### config.mk
export PLATFORM = sky130hd
export DESIGN_NAME = imem_prefetch_flat
export DESIGN_NICKNAME = d
export VERILOG_FILES = /design/src/rtl/imem_pkg.sv /design/src/rtl/imem_prefetch_if.sv /design/src/rtl/imem_pf_fifo.sv /design/src/rtl/imem_prefetch.sv /design/src/flat_wrapper.sv
export SDC_FILE = /design/constraint.sdc
export NUM_CORES = 1
export LEC_CHECK = 0
export ABC_AREA = 0
export ABC_CLOCK_PERIOD_IN_PS = 4160
export CAP_MARGIN = 20
export CELL_PAD_IN_SITES_DETAIL_PLACEMENT = 0
export CELL_PAD_IN_SITES_GLOBAL_PLACEMENT = 1
export CORE_MARGIN = 8
export CORE_UTILIZATION = 44
export CTS_CLUSTER_DIAMETER = 60
export DETAILED_ROUTE_END_ITERATION = 12
export GPL_TIMING_DRIVEN = 1
export HOLD_SLACK_MARGIN = 0.05
export PLACE_DENSITY_LB_ADDON = 0.1
export SLEW_MARGIN = 20
export SYNTH_ARGS = -nofsm -noshare
export SYNTH_HDL_FRONTEND = slang
export SYNTH_HIERARCHICAL = 1
export SYNTH_SLANG_ARGS = --single-unit
### constraint.sdc
create_clock -name clk -period 4.16 [get_ports clk]
set_input_delay 0.832 -clock clk [delete_from_list [all_inputs] [get_ports clk]]
set_output_delay 0.832 -clock clk [all_outputs]
set_load 0.005 [all_outputs]
### src/rtl/imem_pkg.sv
// Shared definitions for the instruction-memory prefetcher: defaults, queue entry
// layout, fetch-control states and the PC-to-ROM-word mapping.
package imem_pkg;

  localparam logic [31:0] IMEM_RESET_PC = 32'h0040_0000;
  localparam int          IMEM_DATA_W   = 32;

  typedef struct packed {
    logic [31:0]            pc;
    logic [IMEM_DATA_W-1:0] instr;
  } imem_entry_t;

  typedef enum logic {
    FS_IDLE = 1'b0,
    FS_RUN  = 1'b1
  } fetch_state_t;

  // Word offset of a byte address from the ROM base; callers truncate to the ROM depth.
  function automatic logic [29:0] word_offset(input logic [31:0] pc, input logic [31:0] base);
    logic [31:0] diff;
    diff = pc - base;
    return diff[31:2];
  endfunction

endpackage

### src/rtl/imem_prefetch_if.sv
// Bundle of redirect, synchronous-ROM and instruction-stream signals around the
// prefetcher; master is the prefetcher side, slave is the core/ROM side.
interface imem_prefetch_if import imem_pkg::*; #(
  parameter int ADDR_W = 11,
  parameter int DATA_W = IMEM_DATA_W
);

  logic              redirect_valid;
  logic [31:0]       redirect_pc;
  logic              rom_en;
  logic [ADDR_W-1:0] rom_addr;
  logic [DATA_W-1:0] rom_data;
  logic              instr_valid;
  logic [DATA_W-1:0] instr;
  logic [31:0]       instr_pc;
  logic              instr_ready;

  modport master (
    input  redirect_valid, redirect_pc, rom_data, instr_ready,
    output rom_en, rom_addr, instr_valid, instr, instr_pc
  );

  modport slave (
    output redirect_valid, redirect_pc, rom_data, instr_ready,
    input  rom_en, rom_addr, instr_valid, instr, instr_pc
  );

endinterface

### src/rtl/imem_pf_fifo.sv
// Power-of-two prefetch queue with flush; simultaneous push and pop on a full
// queue is accepted. Storage is data-only and carries no reset.
module imem_pf_fifo import imem_pkg::*; #(
  parameter int  DEPTH = 4,
  parameter int  W     = 32 + IMEM_DATA_W,
  localparam int PW    = $clog2(DEPTH)
) (
  input  logic         clk,
  input  logic         rst_n,
  input  logic         push,
  input  logic [W-1:0] push_data,
  input  logic         pop,
  input  logic         flush,
  output logic [PW:0]  count,
  output logic [W-1:0] head
);

  logic [W-1:0]    mem [DEPTH];
  logic [PW-1:0]   wr_ptr;
  logic [PW-1:0]   rd_ptr;
  logic            empty;
  logic            full;
  logic            do_push;
  logic            do_pop;

  assign empty   = (count == '0);
  assign full    = (count == (PW+1)'(DEPTH));
  assign do_pop  = pop && !empty;
  assign do_push = push && (!full || do_pop);

  always_ff @(posedge clk or negedge rst_n) begin
    if (!rst_n) begin
      wr_ptr <= '0;
      rd_ptr <= '0;
      count  <= '0;
    end else if (flush) begin
      wr_ptr <= '0;
      rd_ptr <= '0;
      count  <= '0;
    end else begin
      if (do_push) wr_ptr <= wr_ptr + PW'(1);
      if (do_pop)  rd_ptr <= rd_ptr + PW'(1);
      case ({do_push, do_pop})
        2'b10:   count <= count + (PW+1)'(1);
        2'b01:   count <= count - (PW+1)'(1);
        default: count <= count;
      endcase
    end
  end

  always_ff @(posedge clk) begin
    if (do_push && !flush) mem[wr_ptr] <= push_data;
  end

  assign head = mem[rd_ptr];

endmodule

### src/rtl/imem_prefetch.sv
// Instruction prefetcher: issues sequential reads to an external synchronous ROM,
// buffers {pc, instr} in a small queue and handles redirects by flushing.
module imem_prefetch import imem_pkg::*; #(
  parameter int          ADDR_W   = 11,
  parameter int          DATA_W   = IMEM_DATA_W,
  parameter int          DEPTH    = 4,
  parameter logic [31:0] RESET_PC = IMEM_RESET_PC
) (
  input  logic             clk,
  input  logic             rst_n,
  imem_prefetch_if.master  bus
);

  localparam int PW      = $clog2(DEPTH);
  localparam int OW      = PW + 2;
  localparam int ENTRY_W = 32 + DATA_W;

  fetch_state_t       state_q;
  fetch_state_t       state_d;
  logic               run;
  logic [31:0]        fetch_pc;
  logic               issue;
  logic               pop;
  logic               push;
  logic [OW-1:0]      occ;
  logic               inflight_p1;
  logic [31:0]        tag_p1;
  logic [PW:0]        q_count;
  logic [ENTRY_W-1:0] q_head;
  logic [31:0]        head_pc;
  logic [DATA_W-1:0]  head_instr;

  // Fetch is held off for one cycle after reset release so the first issue lands
  // in the first cycle after rst_n is sampled high.
  always_ff @(posedge clk or negedge rst_n) begin
    if (!rst_n) state_q <= FS_IDLE;
    else        state_q <= state_d;
  end

  always_comb begin
    state_d = state_q;
    case (state_q)
      FS_IDLE: state_d = FS_RUN;
      FS_RUN:  state_d = FS_RUN;
    endcase
  end

  assign run = (state_q == FS_RUN);

  // Issue stage (p0): occupancy counts the queue, the read in flight and this cycle's pop.
  assign pop   = bus.instr_valid && bus.instr_ready;
  assign occ   = OW'(q_count) + OW'(inflight_p1) - OW'(pop);
  assign issue = run && !bus.redirect_valid && (occ < OW'(DEPTH));

  assign bus.rom_en   = issue;
  assign bus.rom_addr = ADDR_W'(word_offset(fetch_pc, RESET_PC));

  always_ff @(posedge clk or negedge rst_n) begin
    if (!rst_n) begin
      fetch_pc    <= RESET_PC;
      inflight_p1 <= 1'b0;
    end else begin
      if (bus.redirect_valid) fetch_pc <= bus.redirect_pc & 32'hFFFF_FFFC;
      else if (issue)         fetch_pc <= fetch_pc + 32'd4;
      inflight_p1 <= issue;
    end
  end

  always_ff @(posedge clk) begin
    if (issue) tag_p1 <= fetch_pc;
  end

  // Response stage (p1): ROM data lands and is queued unless a redirect kills it.
  assign push = inflight_p1 && !bus.redirect_valid;

  imem_pf_fifo #(
    .DEPTH (DEPTH),
    .W     (ENTRY_W)
  ) u_fifo (
    .clk       (clk),
    .rst_n     (rst_n),
    .push      (push),
    .push_data ({tag_p1, bus.rom_data}),
    .pop       (pop),
    .flush     (bus.redirect_valid),
    .count     (q_count),
    .head      (q_head)
  );

  // Output stage: head is masked while empty so stale storage never leaks out.
  assign head_pc    = q_head[ENTRY_W-1:DATA_W];
  assign head_instr = q_head[DATA_W-1:0];

  assign bus.instr_valid = (q_count != '0);
  assign bus.instr       = bus.instr_valid ? head_instr : '0;
  assign bus.instr_pc    = bus.instr_valid ? head_pc    : 32'd0;

endmodule
### src/flat_wrapper.sv
// flat-port wrapper written by rule: the top's interface ports become plain ports
module imem_prefetch_flat import imem_pkg::*;
#(
  parameter int          ADDR_W   = 11,
  parameter int          DATA_W   = IMEM_DATA_W,
  parameter int          DEPTH    = 4,
  parameter logic [31:0] RESET_PC = IMEM_RESET_PC
)
  (clk, rst_n, bus_redirect_valid, bus_redirect_pc, bus_rom_data, bus_instr_ready, bus_rom_en, bus_rom_addr, bus_instr_valid, bus_instr, bus_instr_pc);
  imem_prefetch_if #(.ADDR_W(ADDR_W), .DATA_W(DATA_W)) bus_i ();
  input  logic clk;
  input  logic rst_n;
  input wire logic [$bits(bus_i.redirect_valid)-1:0] bus_redirect_valid;
  input wire logic [$bits(bus_i.redirect_pc)-1:0] bus_redirect_pc;
  input wire logic [$bits(bus_i.rom_data)-1:0] bus_rom_data;
  input wire logic [$bits(bus_i.instr_ready)-1:0] bus_instr_ready;
  output wire logic [$bits(bus_i.rom_en)-1:0] bus_rom_en;
  output wire logic [$bits(bus_i.rom_addr)-1:0] bus_rom_addr;
  output wire logic [$bits(bus_i.instr_valid)-1:0] bus_instr_valid;
  output wire logic [$bits(bus_i.instr)-1:0] bus_instr;
  output wire logic [$bits(bus_i.instr_pc)-1:0] bus_instr_pc;
  assign bus_i.redirect_valid = bus_redirect_valid;
  assign bus_i.redirect_pc = bus_redirect_pc;
  assign bus_i.rom_data = bus_rom_data;
  assign bus_i.instr_ready = bus_instr_ready;
  assign bus_rom_en = bus_i.rom_en;
  assign bus_rom_addr = bus_i.rom_addr;
  assign bus_instr_valid = bus_i.instr_valid;
  assign bus_instr = bus_i.instr;
  assign bus_instr_pc = bus_i.instr_pc;
  imem_prefetch #(.ADDR_W(ADDR_W), .DATA_W(DATA_W), .DEPTH(DEPTH), .RESET_PC(RESET_PC)) u_core (.clk(clk), .rst_n(rst_n), .bus(bus_i));
endmodule
==> results.py, run 1 <==
metrics = {
    "sta": {
        "clock_skew_ns": 0.01603,
        "finalCritPeriodShare_pct": 96.05,
        "fin_crit_ns": 3.996,
        "setup-violations-final": 0,
        "fin_setup_tns_ns": 0,
        "slew_viol_final": 0,
        "timing.fmax_mhz": 250.3,
        "relSlewSlack_pct": 35.51,
        "hold_viol_final": 0,
        "rsz0062_at_grt": "false",
        "worst_pin_slew_ns": 0.9673,
    },
    "synth": {
        "synth_cell_types": 53,
        "synth.most_common_cell": "edfxtp_1",
        "ys_async_sr_fraction_pct": 12.00,
        "yosys.area.top_type_share_pct": 64.14,
        "yosys.area.top_type": "edfxtp_1",
        "ys_seq_elements": 325,
        "synth_area_per_cell_um2": 18.00,
        "ys_seq_area_share_pct": 71.44,
        "synthTopCellsByCount": "286 x edfxtp_1, 73 x and2_1, 64 x mux4_2",
        "netlist_instances": 744,
        "synth_edf_count": 286,
        "netlist_area_um2": 13390,
        "ys_warn_count": 6,
        "synth_ff_type": "edfxtp_1",
        "ys_top_cells_by_area": "edfxtp_1 64%, mux4_2 11%, dfrtp_1 7.1%, and2_1 3.4%, a2111oi_2 1.6%",
    },
    "floorplanning": {
        "std_cell_rows": 64,
        "die_h_um": 190.4,
        "core_um2": 30270,
        "start_util_pct": 44.23,
        "ios": 145,
        "die_x_um": 190.4,
        "die_area_um2": 36270,
    },
    "final_layout": {
        "fin_cells": 1327,
        "syn_to_final_growth_pct": 23.04,
        "drive_above_1_share_pct": 18.80,
        "diodes": 0,
        "layout.nets": 984,
    },
    "place": {
        "dpl.cell_count": 1266,
        "portBuffers": 142,
        "place.gp.congestion": 0.7864,
        "dp_hpwl_um": 18130,
    },
    "setup_path": {
        "crit_path_end_kind": "output port",
        "worst-r2r-setup-slack_ns": 0.96,
        "worstPathCellList": "clkdlybuf4s50_1 > and2_1 > ha_1 > inv_1 > ha_1 > and3b_1 > or4_4 > nand2_2 > clkdlybuf4s50_1",
        "cp-start-kind": "input pin",
        "path_class": "input pin to output port",
        "cp_data_arrival_time_ns": 3.16,
        "cp.required_ns": 3.33,
        "cp_max_fo": 2,
        "cpPeakStageDelay_ns": 0.52,
        "slowest_stage": "clkdlybuf4s50_1",
    },
    "drt": {
        "vias": 6934,
        "first_pass_iters": 4,
        "viasPerCell": 5.225,
        "routed_wl_um": 27570,
        "drc": 0,
        "ant_nets": 0,
        "drtIter0Drc": 350,
        "wl_per_cell_um": 20.77,
    },
    "clock_network": {
        "cts.path.max_buffers": 3,
        "cts-htree-levels": 2,
        "path_clk_slew_ns": 0.06,
        "postCtsSetupRepairBufs": 0,
        "worstSkewPairLatency_ns": 0.49,
        "clock-sinks": 325,
        "root_buffer": "clkbuf_16",
        "cts_made_buffers": 35,
        "tritoncts": "yes",
    },
    "global_routing": {
        "grt_pass1_wl_um": 43160,
        "grt_max_degree": 66,
        "antenna_found_initial": 0,
        "grt_pass1_vias": 7531,
        "grt_usage_pct": 15.28,
        "grt_overflow": 0,
    },
    "power_and_ir_drop": {
        "vdd_drop_max_mv": 0.2513,
        "powerDensity_nw_per_um2": 432.1,
        "p_leak_nw": 5.340,
    },
    "worst_hold_path": {
        "hold_path.class": "input pin to async pin",
    },
    "run_status": {
        "status": "finished clean",
    },
    "flow_run": {
        "drv_cap": 0,
    },
}
## layout by cell type, fill, tap and decap left out, types with 3 or more instances in the layout
cell             Yosys  final
clkinv_1             1      5
mux4_2              64     64
xor2_1               8      8
clkbuf_16            0     37
inv_1               12     12
and4_1               3      3
or3b_1               3      3
bufinv_16            0      3
or3_1                3      3
and2_1              73     69
clkinv_2             0      3
nand3_1             14     13
nor2_1               7      7
nand4_1              5      5
and2_4               0      4
conb_1               2      9
o21ai_0              4      4
and3_1               7      7
nand2_1             40     39
o21ai_1             21     21
edfxtp_1           286    286
a21oi_1             12     12
buf_12               0      8
ha_1                 8      8
a2111oi_2           14     14
buf_4               15     21
xnor2_1             21     21
a211oi_1             8      8
mux2_2               6      6
dfrtp_1             38     35
clkbuf_1            16     11
nand2b_1             4      4
mux2i_1              3      3
clkdlybuf4s50_1      0    140
## where the power goes
part           total [W]  switching, W  internal [W]  leakage [nW]
registers        0.00371     0.0000739       0.00363          3.06
clock network    0.00299       0.00114       0.00184         0.548
logic           0.000426      0.000196      0.000230          1.73
## layout make-up
class | instances | area, um2
Fill cell | 2423 | 13790
Sequential cell | 325 | 9572
Multi-Input combinational cell | 361 | 3506
Timing Repair Buffer | 171 | 1729
Clock buffer | 50 | 994.7
Tap cell | 396 | 495.5
Clock inverter | 11 | 128.9
Inverter | 13 | 48.80
## per-layer routing
metal	GRT usage (%)	part of all wire, %
met5	0	0
met3	3.292	5.2
met2	25.96	50
met1	19.80	43
met4	3.729	1.5
## registers in the layout, indices dropped and copies added, names as in the netlist
signal and flops:
u_core/u_fifo/rd_ptr 2, u_core/fetch_pc 30, u_core/tag_p1 30, u_core/u_fifo/mem 256, u_core/u_fifo/count 3, u_core/inflight_p1 1, u_core/run 1, u_core/u_fifo/wr_ptr 2
## through the flow
step | utilization (%) | worst slack, ns | instance area (um2) | hold slack, ns | power [W]
after floorplan | - | 0.1375 | 13420 | 0.4231 | 0.003951
after global placement | 50.69 | 0.03108 | 15340 | 0.4705 | 0.004197
final | 54.43 | 0.1644 | 16470 | 0.4854 | 0.007118
after CTS | 54.41 | 0.04129 | 16470 | 0.4846 | 0.007220
after global routing | 54.43 | 0.01351 | 16470 | 0.4989 | 0.007374
after detailed placement | 50.69 | 0.05314 | 15340 | 0.4706 | 0.004209
## critical path, delay by kind of cell
family / cells / cell delay, ns
buffers and inverters: 3 / 1.04
AND/OR/NAND/NOR: 4 / 0.89
adder cells (fa/ha/maj): 2 / 0.40
## what timing repair did
item	CTS	global route
resized for setup	1	2
pin swaps	0	1
setup endpoints to repair	1	1
hold buffers	0	0
## path summary, 6_finish.rpt
check | start | to | depth (start not counted)
max | bus_instr_ready | bus_rom_en | 9
min | rst_n | u_core/fetch_pc[5] | 1
max reg2reg | u_core/u_fifo/count[2] | u_core/fetch_pc[27] | 12
min reg2reg | u_core/fetch_pc[31] | u_core/tag_p1[31] | 0
max in group asynchronous | rst_n | u_core/u_fifo/rd_ptr[0] | 1
min in group clk | u_core/fetch_pc[31] | u_core/tag_p1[31] | 0
## kinds of logic after synthesis
family | Yosys count | share of synthesized area [%]
AO/OA/AOI/OAI | 72 | 4.346
other | 2 | 0.05609
adder cells (fa/ha/maj) | 9 | 0.8971
buffers and inverters | 65 | 2.729
multiplexers | 73 | 11.49
AND/OR/NAND/NOR | 169 | 7.140
flip-flops | 325 | 71.44
XOR/XNOR | 29 | 1.897
No activity file was read; power rests on OpenSTA's default activity.
==> run 2, diff against run 1 <==
--- a/config.mk
+++ b/config.mk
@@ -7,7 +7,7 @@
 export LEC_CHECK = 0
 export ABC_AREA = 0
 export ABC_CLOCK_PERIOD_IN_PS = 4160
-export CAP_MARGIN = 20
+export CAP_MARGIN = 10
 export CELL_PAD_IN_SITES_DETAIL_PLACEMENT = 0
 export CELL_PAD_IN_SITES_GLOBAL_PLACEMENT = 1
 export CORE_MARGIN = 8
==> results of run 2 <==
The final DEF is identical to that of run 1; final timing and power are the same.
